File: src/rtl/div_unit_pkg.sv
// Shared definitions for the multi-cycle divide unit: FSM encoding and defaults.
package div_unit_pkg;

    typedef enum logic [1:0] {
        IDLE = 2'b00,
        CALC = 2'b01,
        FIX  = 2'b10,
        DONE = 2'b11
    } state_t;

    localparam int DEF_WIDTH = 32;
    localparam int DEF_CNT_W = 6;

    // Replicated across the result width to form the all-ones divide-by-zero quotient.
    localparam logic DBZ_QUOT_BIT = 1'b1;

endpackage

File: src/rtl/div_unit_if.sv
// Request/result bundle between the execute-stage controller and the divide unit.
interface div_unit_if
    import div_unit_pkg::*;
#(
    parameter int WIDTH = DEF_WIDTH
);
    logic             start;
    logic             sgn;
    logic [WIDTH-1:0] A;
    logic [WIDTH-1:0] B;
    logic [WIDTH-1:0] quot;
    logic [WIDTH-1:0] rem;
    logic             busy;
    logic             done;
    logic             dbz;

    modport master (
        output start, sgn, A, B,
        input  quot, rem, busy, done, dbz
    );

    modport slave (
        input  start, sgn, A, B,
        output quot, rem, busy, done, dbz
    );
endinterface

File: src/rtl/div_unit_adder.sv
// Ripple-style carry adder reused for the divider's trial subtraction.
module div_unit_adder #(
    parameter int W = 33
) (
    input  logic [W-1:0] a,
    input  logic [W-1:0] b,
    input  logic         cin,
    output logic [W-1:0] sum,
    output logic         cout
);
    assign {cout, sum} = {1'b0, a} + {1'b0, b} + {{W{1'b0}}, cin};
endmodule

File: src/rtl/div_unit.sv
// Restoring shift-subtract divider, one quotient bit per clock, signed or unsigned.
module div_unit
    import div_unit_pkg::*;
#(
    parameter int WIDTH = DEF_WIDTH,
    parameter int CNT_W = DEF_CNT_W
) (
    input  logic      clk,
    input  logic      reset,
    div_unit_if.slave bus
);
    state_t           state;
    state_t           nextState;
    logic [WIDTH:0]   remReg;
    logic [WIDTH-1:0] qReg;
    logic [WIDTH-1:0] dReg;
    logic [CNT_W-1:0] cnt;
    logic             aNeg;
    logic             qNeg;
    logic [WIDTH-1:0] quotReg;
    logic [WIDTH-1:0] remOut;
    logic             dbzReg;
    logic [WIDTH-1:0] magA;
    logic [WIDTH-1:0] magB;
    logic [WIDTH:0]   shifted;
    logic [WIDTH:0]   trial;
    logic             carry;
    logic             nonNeg;

    assign magA = (bus.sgn && bus.A[WIDTH-1]) ? -bus.A : bus.A;
    assign magB = (bus.sgn && bus.B[WIDTH-1]) ? -bus.B : bus.B;

    assign shifted = {remReg[WIDTH-1:0], qReg[WIDTH-1]};

    div_unit_adder #(.W(WIDTH + 1)) trialSub (
        .a    (shifted),
        .b    (~{1'b0, dReg}),
        .cin  (1'b1),
        .sum  (trial),
        .cout (carry)
    );

    // A set top remainder bit would mean the shifted value already exceeds any divisor.
    assign nonNeg = carry | remReg[WIDTH];

    always_ff @(posedge clk or posedge reset) begin
        if (reset) begin
            state <= IDLE;
        end else begin
            state <= nextState;
        end
    end

    always_comb begin
        nextState = state;
        case (state)
            IDLE: begin
                if (bus.start) begin
                    nextState = (bus.B == '0) ? DONE : CALC;
                end
            end
            CALC: begin
                if (cnt == CNT_W'(1)) begin
                    nextState = FIX;
                end
            end
            FIX:     nextState = DONE;
            DONE:    nextState = IDLE;
            default: nextState = IDLE;
        endcase
    end

    always_ff @(posedge clk or posedge reset) begin
        if (reset) begin
            remReg  <= '0;
            qReg    <= '0;
            dReg    <= '0;
            cnt     <= '0;
            aNeg    <= 1'b0;
            qNeg    <= 1'b0;
            quotReg <= '0;
            remOut  <= '0;
            dbzReg  <= 1'b0;
        end else begin
            case (state)
                IDLE: begin
                    if (bus.start) begin
                        aNeg   <= bus.sgn & bus.A[WIDTH-1];
                        qNeg   <= bus.sgn & (bus.A[WIDTH-1] ^ bus.B[WIDTH-1]);
                        dReg   <= magB;
                        qReg   <= magA;
                        remReg <= '0;
                        cnt    <= CNT_W'(WIDTH);
                        // Divide-by-zero skips the iterations and publishes immediately.
                        if (bus.B == '0) begin
                            quotReg <= {WIDTH{DBZ_QUOT_BIT}};
                            remOut  <= bus.A;
                            dbzReg  <= 1'b1;
                        end
                    end
                end
                CALC: begin
                    remReg <= nonNeg ? trial : shifted;
                    qReg   <= {qReg[WIDTH-2:0], nonNeg};
                    cnt    <= cnt - CNT_W'(1);
                end
                FIX: begin
                    quotReg <= qNeg ? -qReg : qReg;
                    remOut  <= aNeg ? -remReg[WIDTH-1:0] : remReg[WIDTH-1:0];
                    dbzReg  <= 1'b0;
                end
                default: begin
                end
            endcase
        end
    end

    assign bus.busy = (state != IDLE);
    assign bus.done = (state == DONE);
    assign bus.quot = quotReg;
    assign bus.rem  = remOut;
    assign bus.dbz  = dbzReg;
endmodule

File: src/flat_wrapper.sv
// flat-port wrapper written by rule: the top's interface ports become plain ports
module div_unit_flat import div_unit_pkg::*;
#(
    parameter int WIDTH = DEF_WIDTH,
    parameter int CNT_W = DEF_CNT_W
)
  (clk, reset, bus_start, bus_sgn, bus_A, bus_B, bus_quot, bus_rem, bus_busy, bus_done, bus_dbz);
  div_unit_if #(.WIDTH(WIDTH)) bus_i ();
  input  logic clk;
  input  logic reset;
  input wire logic [$bits(bus_i.start)-1:0] bus_start;
  input wire logic [$bits(bus_i.sgn)-1:0] bus_sgn;
  input wire logic [$bits(bus_i.A)-1:0] bus_A;
  input wire logic [$bits(bus_i.B)-1:0] bus_B;
  output wire logic [$bits(bus_i.quot)-1:0] bus_quot;
  output wire logic [$bits(bus_i.rem)-1:0] bus_rem;
  output wire logic [$bits(bus_i.busy)-1:0] bus_busy;
  output wire logic [$bits(bus_i.done)-1:0] bus_done;
  output wire logic [$bits(bus_i.dbz)-1:0] bus_dbz;
  assign bus_i.start = bus_start;
  assign bus_i.sgn = bus_sgn;
  assign bus_i.A = bus_A;
  assign bus_i.B = bus_B;
  assign bus_quot = bus_i.quot;
  assign bus_rem = bus_i.rem;
  assign bus_busy = bus_i.busy;
  assign bus_done = bus_i.done;
  assign bus_dbz = bus_i.dbz;
  div_unit #(.WIDTH(WIDTH), .CNT_W(CNT_W)) u_core (.clk(clk), .reset(reset), .bus(bus_i));
endmodule
File: config.mk
export PLATFORM = sky130hd
export DESIGN_NAME = div_unit_flat
export DESIGN_NICKNAME = d
export VERILOG_FILES = /design/src/rtl/div_unit_pkg.sv /design/src/rtl/div_unit_if.sv /design/src/rtl/div_unit_adder.sv /design/src/rtl/div_unit.sv /design/src/flat_wrapper.sv
export SDC_FILE = /design/constraint.sdc
export NUM_CORES = 1
export LEC_CHECK = 0
export BUFFER_PORTS_ARGS = -buffer_cell sky130_fd_sc_hd__clkbuf_2
export CORE_MARGIN = 2
export CORE_UTILIZATION = 41
export DETAILED_ROUTE_END_ITERATION = 8
export GPL_TIMING_DRIVEN = 0
export HOLD_SLACK_MARGIN = 0.1
export SYNTH_ARGS = -nofsm -noshare
export SYNTH_HDL_FRONTEND = slang
export SYNTH_HIERARCHICAL = 1
export SYNTH_SLANG_ARGS = --single-unit
File: constraint.sdc
create_clock -name clk -period 7.82 [get_ports clk]
set_clock_uncertainty 0.05 [all_clocks]
set_input_delay 1.173 -clock clk [delete_from_list [all_inputs] [get_ports clk]]
set_output_delay 1.173 -clock clk [all_outputs]
set_load 0.1 [all_outputs]
# == Word-level counts from Yosys, hierarchy flattened ==
# Cells that the tools add are included.
# word_totals
reg_bits,172
in_bits,68
output_inout_bits,67
wordCells,64
# op_classes
n_addsub,7
eq_ne,7
muxes,24
n_bitwise,5
reduce_logical,11
# op_table
cell,n
two-way mux 32 bit,9
one-hot mux 32 bit (2 select lines),3
negation 32 bit,4
two-way mux 33 bit,2
one-hot mux 33 bit (2 select lines),1
adder 33 x 33 -> 34 bit,1
adder 34 x 1 -> 34 bit (second input constant),1
inverter 32 -> 33 bit,1
logical NOT 32 bit,1
one-hot mux 6 bit (2 select lines),1
one-hot mux 2 bit (4 select lines),1
== test 6 x 1 -> 1 bit (second input constant),1
two-way mux 2 bit,3
two-way mux 6 bit,1
AND reduction 2 bit,3
nonzero test 2 bit,3
subtractor 6 x 1 -> 6 bit (second input constant),1
== test 2 bit (second input constant),2
inequality test 2 x 1 -> 1 bit (second input constant),2
AND reduction 3 bit,1
bitwise AND 1 bit,2
== test 2 x 1 -> 1 bit (second input constant),1
logical AND 1 bit,2
logical NOT 2 bit,1
5 further kinds,6

# == Longest topological paths before layout ==
# logic_depth
ltp_word,6
depth_mapped,15
ltp_nobuf,14

# == By module ==
# Netlist, hierarchy kept.
# by_module_without_submodules
mod,n_inst,cells_per_inst,area_per_inst_um2,seq_area_each_um2
div_unit,1,1214,10719.0,4304.1
div_unit_adder,1,292,2099.5,0.0

# == Worst setup path before layout ==
# OpenSTA, ideal clock, no wires.
# synth_path
path_type,input-to-reg
startpoint,in bus_B[26]
endpoint,reg u_core.remOut[10] (netlist: u_core/bus.rem[10])
setup_ps,125
t_arrival_ps,3654
t_required_ps,7645
setup_slack_ps,3991
stages,7
path_buffers,2
cell_sequence,or4_1 or4b_1 or4_1 buf_2 o21ai_4 buf_6 mux2_2
# synth_via
elab_chain_cells,3
# synth_rtl
item,line,source
"start, declared",flat_wrapper.sv:14,input wire logic [$bits(bus_i.B)-1:0] bus_B;
logical NOT 32 bit,div_unit.sv:95,if (bus.B == '0) begin
inequality test 2 x 1 -> 1 bit (no source line),--,
AND reduction 3 bit (no source line),--,
"end signal, assigned",div_unit.sv:97,remOut <= bus.A;
"end signal, assigned",div_unit.sv:109,remOut <= aNeg ? -remReg[WIDTH-1:0] : remReg[WIDTH-1:0];
"end, declared",div_unit.sv:21,logic [WIDTH-1:0] remOut;
# Every way passes these cells.
# A chain may end at the register's enable or synchronous reset.

# == Worst setup path after layout ==
# layout_path
startpoint,in bus_B[2]
endpoint,reg u_core.quotReg[19] (netlist: u_core/bus.quot[19])
# layout_via
elab_chain_cells,3
# layout_rtl
item,line,source
logical NOT 32 bit,div_unit.sv:95,
inequality test 2 x 1 -> 1 bit (no source line),--,
AND reduction 3 bit (no source line),--,
"end signal, assigned",div_unit.sv:96,quotReg <= {WIDTH{DBZ_QUOT_BIT}};
"end signal, assigned",div_unit.sv:108,quotReg <= qNeg ? -qReg : qReg;
"end, declared",div_unit.sv:20,logic [WIDTH-1:0] quotReg;
# Every way passes these cells.

==> flow_summary.json <==
{
  "layout.cells.non_filler": 2069,
  "numPortBuffers": 133,
  "detail_route.wl_per_cell_um": 20.2,
  "post_synth_instance_area_um2": 12800,
  "core_footprint_um2": 30700,
  "outcome": "completed",
  "fp-row-count": 64,
  "clk_root_buffer_cell": "sky130_fd_sc_hd__clkbuf_16",
  "worst-path-max-fanout": 10,
  "grt_setup_unrepaired": "no",
  "hpwlAfterDp_mm": 32.6,
  "antenna_found_initial": 0,
  "top_flip_flop_cell_by_instance_count_after_synthesis": "sky130_fd_sc_hd__dfrtp_1",
  "slew_viol_final": 0,
  "setup_violations": 0,
  "clock_tree_from_tritoncts": "yes",
  "final_cell_mix": "sky130_fd_sc_hd__dfrtp_1, sky130_fd_sc_hd__nand2_1, sky130_fd_sc_hd__clkbuf_2",
  "postSynthRegisterBits": 172,
  "yosysTopAreaCell": "sky130_fd_sc_hd__dfrtp_1",
  "drt_iter0_drc": 964,
  "finalNetCount": 1773,
  "ratio_of_cells_with_drive_above_1_in_the_final_layout_pct": 13.9,
  "netlist_instances": 1506,
  "postSynthAreaPerCell_um2": 8.51,
  "max_cap_violations": 0,
  "maxClockFrequency_mhz": 211,
  "timing.reg2reg.worst_path_depth": 12,
  "num_vias": 12200,
  "worst-endpoint-arrival_ns": 5.02,
  "io_pins": 135,
  "timing_hold_violations_final": 0,
  "numPlacedInstances": 2038,
  "route.final.wire_length_mm": 41.7,
  "dieHeight_um": 181,
  "criticalPathCategory": "in -> reg",
  "die_area_um2": 32700,
  "clock_sink_count": 172,
  "timing.critical_path.required_ns": 8.09,
  "relSlewSlack_pct": 8.03,
  "setup.reg_to_reg.worst_slack_ns": 3.58,
  "cts_hold_buf": 0,
  "grt_first_pass_wirelength_mm": 65.2,
  "timing.final.crit_period_ns": 4.74,
  "worst_setup_path_start_kind": "primary input",
  "worstHoldPathType": "reg -> reg",
  "layout.cell_area.non_filler_um2": 14600,
  "dpl_cell_area_um2": 14000,
  "sequential_share_of_the_synthesized_area_pct": 33.6,
  "timing.hold.worst.start": "u_core/dReg[1]",
  "critical_path.startpoint": "bus_B[2]",
  "areaGrowthSynthToFinish_pct": 13.8,
  "grt_util_all_layers_pct": 25.2,
  "netlist-cell-type-count": 87,
  "cts_resized": 0,
  "grt_max_degree": 110,
  "final_antenna_net_count": 0,
  "n_antenna_cell": 0,
  "layout.filler_cells": 3013,
  "dr.pass1.iters": 5,
  "grt_remaining_overflow": 0,
  "htree_num_levels": 4,
  "asyncSetResetFlopFracSynth_pct": 100,
  "worst-slew-pin-transition_ns": 1.37,
  "place.gp.congestion": 0.933,
  "floorplan.initialDensity_pct": 41.8,
  "clock_insertion_delay_worst_skew_ns": 0.44,
  "synth_top_area_share_pct": 33.6,
  "numCtsBuffers": 17,
  "drc": 0,
  "worst_setup_path_end_kind": "register",
  "synth-edff-count": 0,
  "cts_max_path_buffers": 2,
  "worst_r2r_endpoint": "u_core/remReg[1]",
  "final_common_cell": "sky130_fd_sc_hd__dfrtp_1",
  "vias_per_cell": 5.88,
  "via_count_of_the_first_global_routing_pass": 11600,
  "cts_post_setup_buffers_inserted": 0,
  "worstReg2RegStart": "u_core/remReg[2]",
  "clkTransAtPathRegs_ns": 0.07,
  "critPathCapture": "u_core/bus.quot[19]",
  "final.period_utilization_pct": 60.7,
  "die_w_um": 181,
  "synth_area_leaders": "sky130_fd_sc_hd__dfrtp_1, sky130_fd_sc_hd__xor2_1, sky130_fd_sc_hd__o21ai_0",
  "ys.warnings.count": 6
}
[final cells by class]
| class | count | area [um^2] | area share [%] |
|---|---|---|---|
| Buffer | 103 | 448 | 3.07 |
| Clock buffer | 19 | 453 | 3.11 |
| Clock inverter | 12 | 91.3 | 0.626 |
| Inverter | 77 | 297 | 2.03 |
| Multi-Input combinational cell | 1155 | 7790 | 53.4 |
| Sequential cell | 172 | 4300 | 29.5 |
| Tap cell | 396 | 495 | 3.40 |
| Timing Repair Buffer | 135 | 701 | 4.80 |
[logic make-up after synthesis]
group	share of synthesized area (%)
muxes	6.08
AOI/OAI and AO/OA	23.3
DFF	33.6
and+or+nand+nor	18.2
adders and majority gates	4.41
xor gates and xnor gates	8.61
other	0.0293
buffers and inverters	5.75
[state kept, by name, indices dropped and copies added, names as in the netlist]
| signal | count |
|---|---|
| u_core/cnt | 6 |
| u_core/state | 2 |
| u_core/qNeg | 1 |
| u_core/bus.quot | 32 |
| u_core/aNeg | 1 |
| u_core/dReg | 32 |
| u_core/bus.dbz | 1 |
| u_core/remReg | 33 |
| u_core/bus.rem | 32 |
| u_core/qReg | 32 |
[metal layers]
layer  track usage (%)  vias up  share of wire (%)
met5                 0        -                  0
met3              3.16       65                4.9
met2              42.9      384                 48
met1              32.3     5861                 43
li1                  -     5851                  -
met4              10.3        0                3.5
[through the flow]
step                      hold slack (ns)  worst slack, ns  TNS [ns]  utilization (%)
after floorplan                     0.400             1.94         0                -
after CTS                           0.436             3.37         0             47.5
after global routing                0.455             3.01         0             47.5
final                               0.430             3.08         0             47.5
after global placement              0.414           -0.238    -36.52             45.6
after detailed placement            0.421             2.93         0             45.8
[worst max-delay path, stage by stage]
cell                       delay, ns
sky130_fd_sc_hd__clkbuf_2       0.11
sky130_fd_sc_hd__nor4_1         0.81
sky130_fd_sc_hd__nand4_1        0.45
sky130_fd_sc_hd__clkbuf_1       0.35
sky130_fd_sc_hd__nor4_1         1.18
sky130_fd_sc_hd__o21ai_1        0.60
sky130_fd_sc_hd__o22a_1         0.32
[Yosys cell counts (all sizes together), types with 10 or more instances]
cell,count
dfrtp,172
nand2,135
o21ai,130
a21oi,86
nor2,82
clkbuf,80
inv,77
xor2,73
nor3,56
xnor2,53
mux2i,52
a31oi,43
ha,42
nand3,31
o31ai,31
or3,28
o41ai,24
buf,23
mux2,23
nor4,23
or4,22
o211ai,21
o22ai,15
a211oi,14
a21o,11
nand4,11
nor2b,11
o22a,11
and3,10
or2,10
[worst min path at each step]
stage	end	depth (start not counted)
final	u_core/dReg[1]	2
after detailed placement	u_core/dReg[22]	2
after global placement	u_core/dReg[26]	2
after floorplan	u_core/dReg[10]	2
after global routing	u_core/dReg[22]	2
after CTS	u_core/dReg[1]	2
Power is not shown: default switching activity piles up to over one toggle a cycle in this logic, so the estimate is an artifact.
